File: src/rtl/eq_pkg.sv
// Shared equalizer definitions: widths, signed datapath types, output rounding.
// Latency: n/a (package, combinational helper only).
// Backpressure: n/a.
package eq_pkg;

  localparam int DATA_W = 16;
  localparam int COEF_W = 16;
  localparam int CNT_W  = 6;
  localparam int FRAC   = 15;
  localparam int TAPS   = 2 ** CNT_W;
  localparam int PROD_W = DATA_W + COEF_W;
  // Room for TAPS full-scale products, so the sum can never wrap.
  localparam int ACC_W  = PROD_W + CNT_W;

  typedef logic signed [DATA_W-1:0] sample_t;
  typedef logic signed [COEF_W-1:0] coef_t;
  typedef logic signed [PROD_W-1:0] prod_t;
  typedef logic signed [ACC_W-1:0]  acc_t;

  localparam acc_t RND_HALF = acc_t'(1) <<< (FRAC - 1);
  localparam acc_t SAT_MAX  = acc_t'(2 ** (DATA_W - 1) - 1);
  localparam acc_t SAT_MIN  = -acc_t'(2 ** (DATA_W - 1));

  // Round half-up, drop FRAC fraction bits, then clamp to the sample range.
  function automatic sample_t round_sat(input acc_t sum);
    acc_t r;
    r = (sum + RND_HALF) >>> FRAC;
    if (r > SAT_MAX) begin
      r = SAT_MAX;
    end else if (r < SAT_MIN) begin
      r = SAT_MIN;
    end
    return sample_t'(r[DATA_W-1:0]);
  endfunction

endpackage

File: src/rtl/tap_delay_line.sv
// Circular sample history: one write per frame, read by tap offset behind the newest sample.
// Latency: write lands on the enabled edge; read is combinational.
// Backpressure: none; writes happen whenever wr_en_i is high.
module tap_delay_line
  import eq_pkg::*;
(
  input  logic             clk,
  input  logic             rst,
  input  logic             wr_en_i,
  input  sample_t          wr_dat_i,
  input  logic [CNT_W-1:0] rd_tap_i,
  output sample_t          rd_dat_o
);

  sample_t          mem_q [TAPS];
  logic [CNT_W-1:0] wr_ptr_q;
  logic [CNT_W-1:0] wr_ptr_d;
  logic [CNT_W-1:0] rd_addr;

  assign wr_ptr_d = wr_ptr_q + CNT_W'(1);

  // Pointer to the next slot to write; after a write it sits one past the newest sample.
  always_ff @(posedge clk or posedge rst) begin
    if (rst) begin
      wr_ptr_q <= '0;
    end else if (wr_en_i) begin
      wr_ptr_q <= wr_ptr_d;
    end
  end

  // Storage is intentionally not reset; stale entries are masked by the fill count upstream.
  always_ff @(posedge clk) begin
    if (wr_en_i) begin
      mem_q[wr_ptr_q] <= wr_dat_i;
    end
  end

  // Tap k is k slots older than the newest sample (modulo wrap is free at CNT_W bits).
  assign rd_addr  = wr_ptr_q - CNT_W'(1) - rd_tap_i;
  assign rd_dat_o = mem_q[rd_addr];

endmodule

File: src/rtl/fir_tap_mac.sv
// 64-tap FIR multiply-accumulate driven by the band's tap counter, one output per full sweep.
// Latency: sample_out updates on the enabled edge after tap 63 (64 enabled edges after capture).
// Backpressure: none; a skipped or repeated count abandons the frame until the next count 0.
module fir_tap_mac
  import eq_pkg::*;
(
  input  logic                     clk,
  input  logic                     rst,
  input  logic                     clk_enable,
  input  logic [CNT_W-1:0]         current_count,
  input  logic signed [DATA_W-1:0] sample_in,
  input  logic signed [COEF_W-1:0] coeff_in,
  output logic signed [DATA_W-1:0] sample_out,
  output logic                     sample_valid
);

  localparam logic [CNT_W:0]   FILL_MAX = (CNT_W + 1)'(TAPS);
  localparam logic [CNT_W-1:0] LAST_TAP = CNT_W'(TAPS - 1);

  acc_t             acc_q, acc_d;
  logic [CNT_W:0]   fill_q, fill_d;
  logic             frame_ok_q, frame_ok_d;
  logic [CNT_W-1:0] exp_q, exp_d;
  sample_t          out_q, out_d;
  logic             vld_q, vld_d;

  logic    tap0;
  logic    in_seq;
  sample_t dl_rd;
  sample_t x_k;
  prod_t   prod;
  acc_t    sum;

  assign tap0 = (current_count == '0);

  tap_delay_line u_dly (
    .clk      (clk),
    .rst      (rst),
    .wr_en_i  (clk_enable & tap0),
    .wr_dat_i (sample_in),
    .rd_tap_i (current_count),
    .rd_dat_o (dl_rd)
  );

  // Tap 0 bypasses the RAM; fill_q already counts this frame's sample, so taps
  // at or beyond it have never been written and must contribute nothing.
  assign x_k    = tap0 ? sample_in
                : (({1'b0, current_count} >= fill_q) ? sample_t'(0) : dl_rd);
  assign prod   = prod_t'(x_k) * prod_t'(coeff_in);
  assign sum    = acc_q + acc_t'(prod);
  assign in_seq = frame_ok_q && (current_count == exp_q);

  // Next-state for the frame sequencer: restart on count 0, accumulate in order, emit at tap 63.
  always_comb begin
    acc_d      = acc_q;
    fill_d     = fill_q;
    frame_ok_d = frame_ok_q;
    exp_d      = exp_q;
    out_d      = out_q;
    vld_d      = 1'b0;
    if (clk_enable) begin
      if (tap0) begin
        acc_d      = acc_t'(prod);
        fill_d     = (fill_q == FILL_MAX) ? fill_q : fill_q + (CNT_W + 1)'(1);
        frame_ok_d = 1'b1;
        exp_d      = CNT_W'(1);
      end else if (in_seq) begin
        if (current_count == LAST_TAP) begin
          out_d      = round_sat(sum);
          vld_d      = 1'b1;
          frame_ok_d = 1'b0;
        end else begin
          acc_d = sum;
          exp_d = current_count + CNT_W'(1);
        end
      end else begin
        frame_ok_d = 1'b0;
      end
    end
  end

  // State registers; the valid pulse self-clears even while clk_enable is low.
  always_ff @(posedge clk or posedge rst) begin
    if (rst) begin
      acc_q      <= '0;
      fill_q     <= '0;
      frame_ok_q <= 1'b0;
      exp_q      <= '0;
      out_q      <= '0;
      vld_q      <= 1'b0;
    end else begin
      acc_q      <= acc_d;
      fill_q     <= fill_d;
      frame_ok_q <= frame_ok_d;
      exp_q      <= exp_d;
      out_q      <= out_d;
      vld_q      <= vld_d;
    end
  end

  assign sample_out   = out_q;
  assign sample_valid = vld_q;

endmodule

File: config.mk
export PLATFORM = sky130hd
export DESIGN_NAME = fir_tap_mac
export DESIGN_NICKNAME = d
export VERILOG_FILES = /design/src/rtl/eq_pkg.sv /design/src/rtl/tap_delay_line.sv /design/src/rtl/fir_tap_mac.sv
export SDC_FILE = /design/constraint.sdc
export NUM_CORES = 2
export LEC_CHECK = 0
export BUFFER_PORTS_ARGS = -buffer_cell sky130_fd_sc_hd__buf_2
export CAP_MARGIN = 5
export CORE_AREA = 2 2 447 227
export DETAILED_ROUTE_END_ITERATION = 6
export DIE_AREA = 0 0 449 229
export GPL_ROUTABILITY_DRIVEN = 1
export PLACE_DENSITY = 0.78
export REMOVE_ABC_BUFFERS = 1
export SLEW_MARGIN = 15
export SYNTH_ARGS = -nofsm -noshare
export SYNTH_HDL_FRONTEND = slang
export SYNTH_SLANG_ARGS = --single-unit
export TNS_END_PERCENT = 50
File: constraint.sdc
create_clock -name clk -period 23 [get_ports clk]
set_input_delay 4.6 -clock clk [delete_from_list [all_inputs] [get_ports clk]]
set_output_delay 4.6 -clock clk [all_outputs]
set_load 0.01 [all_outputs]
Word-level counts from Yosys, hierarchy flattened
Memory sizes are Yosys's and may differ from the RTL's.
Index checks and enable logic that the tools add are counted.
Word-level totals
  flip-flop bits (word level): 75
  latch bits: 0
  RAM bits: 1024
  bits in read-only memories: 0
  input bits: 41
  output and inout port bits: 17
  word-level logic and storage cells: 53
  memories: 1
Operators by class
  $add $sub $neg: 7
  $mul: 1
  div/mod/pow operators: 0
  $lt $le $gt $ge: 3
  equality and inequality tests: 5
  shift-type cells: 0
  multiplexer cells: 19
  bitwise gates (word level): 3
  reduce and logical (&&, ||, !) cells: 7
Memories
  u_dly.mem_q: words 64, bits a word 16, rd ports 1, clocked after memory_dff 0, wr ports 1, RTL line tap_delay_line.sv:15  | sample_t mem_q [TAPS];
Operators with widths (number)
  two-way mux 38 bit: 3
  two-way mux 16 bit: 4
  adder 38 x 16 -> 38 bit (second input constant): 1
  adder 38 x 32 -> 38 bit: 1
  multiplier 16 x 16 -> 32 bit: 1
  > comparator 23 x 16 -> 1 bit (second input constant): 1
  less-than comparator 23 x 16 -> 1 bit (second input constant): 1
  two-way mux 6 bit: 3
  adder 6 x 1 -> 6 bit (second input constant): 2
  two-way mux 1 bit: 9
  adder 7 x 1 -> 7 bit (second input constant): 1
  == test 7 bit (second input constant): 1
  greater-or-equal comparator 6 x 7 -> 1 bit: 1
  == test 6 bit: 1
  == test 6 bit (second input constant): 1
  logical NOT 6 bit: 1
  AND reduction 3 bit: 2
  subtractor 6 x 1 -> 6 bit (second input constant): 1
  subtractor 6 bit: 1
  AND reduction 4 bit: 1
  != test 3 x 2 -> 1 bit (second input constant): 1
  != test 2 bit (second input constant): 1
  NOT 1 bit: 2
  AND reduction 2 bit: 1
  3 further kinds: 3

Logic depth before layout (Yosys ltp)
An unclocked memory read counts as a cell.
  word-level depth: 11
  depth in mapped cells: 53
  mapped depth without buffers: 50

Modules after synthesis
From an unflattened synthesis, not the netlist that was laid out.
Second synthesis, totals
  cells, all modules: 3610
  area total of the unflattened synthesis: 56494.2 um^2
Modules (own cells, without submodules)
  tap_delay_line: instances 1, cells an instance 1754, area each 40426.3 um^2, sequential area each 30899.6 um^2
  fir_tap_mac: instances 1, cells an instance 1856, area each 16067.9 um^2, sequential area each 1726.7 um^2

Least setup slack after synthesis
Ideal clock, no wire load.
  path type: input port to flip-flop
  start point: input port current_count[0]
  end point: register out_q[1] (netlist: sample_out[1])
  library setup time: 127 ps
  arrival: 16342 ps
  data required time: 22873 ps
  setup slack: 6531 ps
  cell stages on the path: 48
  buffers on the path: 4
  path through: inv_1 ha_1 fa_1 buf_1 clkbuf_1 clkbuf_1 mux4_2 mux4_2 mux2i_1 nand2_1 a32o_1 and2_1 fa_1 inv_1 fa_1 inv_1 fa_1 inv_1 [12 not listed] a221oi_1 o21ai_1 o41ai_1 xnor2_1 ha_1 and3_1 o21a_1 a211o_1 mux2_1 a31oi_1 nor3b_2 nand4_2 nor4_4 mux2i_1 a31oi_1 o31ai_2 buf_6 a211oi_2
Between the ends
  cells in the longest elaborated chain, start to end: 10
  elaborated cells between the ends (all ways): 18
  those cells by class: add/sub: 3; mul: 1; order compare: 3; eq/ne: 2; mux: 4; bitwise: 1; reduce/logical: 3; memory: 1
Ends and longest elaborated chain
  from (decl): RTL line fir_tap_mac.sv:10  | input logic [CNT_W-1:0] current_count,
  subtractor 6 bit: RTL line tap_delay_line.sv:39  | assign rd_addr = wr_ptr_q - CNT_W'(1) - rd_tap_i;
  memory read (64 x 16 bit)
  two-way mux 16 bit: RTL line fir_tap_mac.sv:48  | : (({1'b0, current_count} >= fill_q) ? sample_t'(0) : dl_rd);
  two-way mux 16 bit: RTL line fir_tap_mac.sv:47  | assign x_k = tap0 ? sample_in
  multiplier 16 x 16 -> 32 bit: RTL line fir_tap_mac.sv:49  | assign prod = prod_t'(x_k) * prod_t'(coeff_in);
  adder 38 x 32 -> 38 bit: RTL line fir_tap_mac.sv:50  | assign sum = acc_q + acc_t'(prod);
  adder 38 x 16 -> 38 bit: RTL line eq_pkg.sv:27  | r = (sum + RND_HALF) >>> FRAC;
  less-than comparator 23 x 16 -> 1 bit: RTL line eq_pkg.sv:30  | end else if (r < SAT_MIN) begin
  two-way mux 16 bit: RTL line eq_pkg.sv:30
  two-way mux 16 bit: RTL line eq_pkg.sv:28  | if (r > SAT_MAX) begin
  to (signal assigned): RTL line fir_tap_mac.sv:96  | out_q <= out_d;
  to (decl): RTL line fir_tap_mac.sv:24  | sample_t out_q, out_d;
Several ways; a longest one is shown, not always the timed one.
A chain may end at the register's enable or synchronous reset.

Final worst setup path
  start point: input port current_count[0]
  end point: register out_q[13] (netlist: sample_out[13])
The elaborated chain is that of the path after synthesis.

==> flow_summary_export.csv <==
group,metric,value,unit
cts,cts_setup_buffers,0,
layout,layout.nets,4027,
cts,cts-hold-fix-buffers,0,
global_route,antenna_found_initial,5,
logic_synthesis,ys_warn_count,0,
route,drc,0,
route,viasPerCell,6.55,
layout,fin_cells,5000,
logic_synthesis,synth-async-reset-ratio,6.82,%
logic_synthesis,ys_types,102,
sta,post-route-period-util,83.2,%
global_route,overflow,0,
setup_path,crit_arrival,19670,ps
layout,final_layout_size_suffix_gt1_share,20.2,%
sta,drv_slew,0,
logic_synthesis,synth_edf_count,1024,
cts,root_buffer,"clkbuf_16",
layout,syn_to_final_growth,9.58,%
global_route,track_usage,30.0,%
cts,clock_path_buffers,3,
logic_synthesis,synth_seq_cells,1099,
floorplanning,core,99100,µm²
cts,clkSinkCount,1099,
placement,dp_hpwl,96500,µm
placement,gp_congestion,0.968,
setup_path,path_common_cell,"inv_1",
placement,dpl_worst_slack,3640,ps
worst_hold_path,hold_class,"reg2reg",
sta,fin_crit,19140,ps
route,finalWirelength,151000,µm
sta,max_freq,52.2,MHz
cts,cts_tree,"yes",
sta,setup_ws,3860,ps
floorplanning,die_area,103000,µm²
route,drt_iter0_drc,5667,
sta,finClkSkew,39.5,ps
placement,dp.cells,4837,
route,ant_nets,0,
logic_synthesis,synth_area,56100,µm²
global_route,grt_pass1_wl,223000,µm
route,firstDrtPassIters,6,
outcome,outcome,"complete, no violations",
logic_synthesis,synth_cells,3484,
cts,htree_levels,3,
sta,hold_violations,0,
setup_path,worst_setup_path_start_kind,"input pin",
sta,grt_setup_unrepaired,"false",
cts,clock_latency,720,ps
cts,numCtsBuffers,90,
global_route,grt_start_max_net_pins,115,
logic_synthesis,synth.area.top_cells,"edfxtp_1, mux4_2, fa_1",
logic_synthesis,synth_ff_type,"edfxtp_1",
floorplanning,die_w,449,µm
cts,cts-resized-gates,0,
route,wl_per_cell,30.2,µm
floorplanning,io-pin-count,58,
global_route,grt_pass1_vias,32300,
sta,worst_pin_slew,1100,ps
logic_synthesis,synth_top_area_share,54.9,%
floorplanning,row_count,82,
logic_synthesis,synth_largest_area_cell,"edfxtp_1",
setup_path,cp_max_fo,110,
placement,port_buffers,57,
cts,clk_pin_slew,70,ps
setup_path,cp_slowest_cell,"fa_4",
job,cap_violations,0,
floorplanning,die_h,229,µm
logic_synthesis,postSynthAreaPerCell,16.1,µm²
sta,max_slew_margin,26.3,%
sta,final.setup.tns,0,ps
route,via_count,32800,
setup_path,slowest_delay,1360,ps
floorplanning,start_util,56.6,%
logic_synthesis,seq_area_frac_synth,58.2,%
setup_path,crit_required,23530,ps
setup_path,path_class,"in2reg",
setup_path,critPathCaptureType,"register",
sta,setup_viol,0,
layout,utilization,62.0,%
[metrics by stage]
step,hold slack [ps],cell area (µm²)
5_1_grt,514,61400
6_report,492,61400
3_3_place_gp,464,58400
3_5_place_dp,475,58400
4_1_cts,493,61400
2_1_floorplan,445,55400
[metal layers]
layer | vias up | track usage, % | wire length (µm)
met3 | 231 | 12.8 | 26100
met4 | 4 | 5.52 | 2790
met5 | - | 0 | 26
met2 | 2628 | 38.5 | 59900
met1 | 16700 | 47.6 | 62300
li1 | 13200 | - | -
[synthesized netlist by cell type (4+ instances only)]
library cell / instances
nand3_1: 27
and3_1: 14
a21o_1: 40
o31a_1: 5
o21bai_1: 5
o31ai_1: 6
o21ai_1: 13
o21ai_0: 71
xnor2_1: 66
o21a_1: 16
buf_1: 30
buf_6: 5
ha_1: 137
or3_1: 7
mux4_2: 321
a211oi_2: 13
clkbuf_1: 107
mux2i_1: 48
or2_2: 12
edfxtp_1: 1024
o211a_1: 4
buf_2: 11
nor2b_1: 8
mux2_2: 4
inv_1: 321
a21oi_1: 70
nand4_1: 12
nand2_1: 240
and4_1: 4
xor2_1: 29
a31oi_1: 13
or4_1: 5
nor4_1: 8
nand3b_1: 7
nor3_1: 25
a211oi_1: 10
a32o_1: 16
and2_1: 133
nor2_1: 153
nand2b_1: 12
dfrtp_1: 75
fa_1: 264
o211ai_1: 12
[registers in the layout, summed over array words and instances, names as in the netlist]
name and cells:
u_dly.mem_q 1024, acc_q 38, sample_out 16, fill_q 7
exp_q 6, u_dly.wr_ptr_q 6, frame_ok_q 1, sample_valid 1
[final cells by class]
class | count | area, µm²
clock inverters | 57 | 692
inverters | 321 | 1210
well taps | 1344 | 1680
diodes | 1 | 2.50
repair buffers | 162 | 1110
clock buffers | 105 | 2330
multi-input cells | 1911 | 21800
flip-flops and latches | 1099 | 32600
fillers | 6958 | 37700
[cells in the final DEF (no fill, tap or decap), drive strengths merged, types with 15 or more instances in the layout]
master	n
a21o	42
xnor2	70
clkinv	35
nor2	153
nand2	242
ha	137
o21ai	85
nor3	27
and3	15
edfxtp	1024
o21a	16
fa	264
clkbuf	105
nand3	30
a21oi	72
buf	162
mux4	321
and2	134
xor2	30
dfrtp	75
a211oi	23
a32o	16
inv	327
a31oi	15
mux2i	48
[critical path, delay by kind of cell]
| family | cells | cell delay, ps |
|---|---|---|
| AND/OR/NAND/NOR | 10 | 2040 |
| multiplexers | 3 | 1400 |
| XOR/XNOR | 1 | 190 |
| AO/OA/AOI/OAI | 15 | 4940 |
| adder cells (fa/ha/maj) | 10 | 5080 |
| buffers and inverters | 9 | 1200 |
[logic make-up (layout without fill, tap and decap cells)]
kind of cell               after synthesis  count (layout)  synth area share (%)
other                                    0               1                     0
AOI/OAI and AO/OA                      341             341                  4.31
adders and majority gates              401             401                  12.5
and+or+nand+nor                        695             695                  6.18
DFF                                   1099            1099                  58.2
muxes                                  374             374                  13.9
xor gates and xnor gates               100             100                  1.69
buffers and inverters                  474             645                  3.27
[path summary, 6_finish.rpt]
kind	from	slack, ps	depth (start not counted)	endpoint
setup / recovery	current_count[0]	3860	48	sample_out[13]
hold reg to reg	acc_q[6]	490	2	acc_q[6]
max in group asynchronous	rst	18090	3	u_dly.wr_ptr_q[3]
min in group asynchronous	rst	4220	3	acc_q[31]
hold / removal	acc_q[6]	490	2	acc_q[6]
setup reg to reg	u_dly.wr_ptr_q[0]	7390	46	sample_out[13]
Power is not shown: default switching activity piles up to over one toggle a cycle in this logic, so the estimate is an artifact.
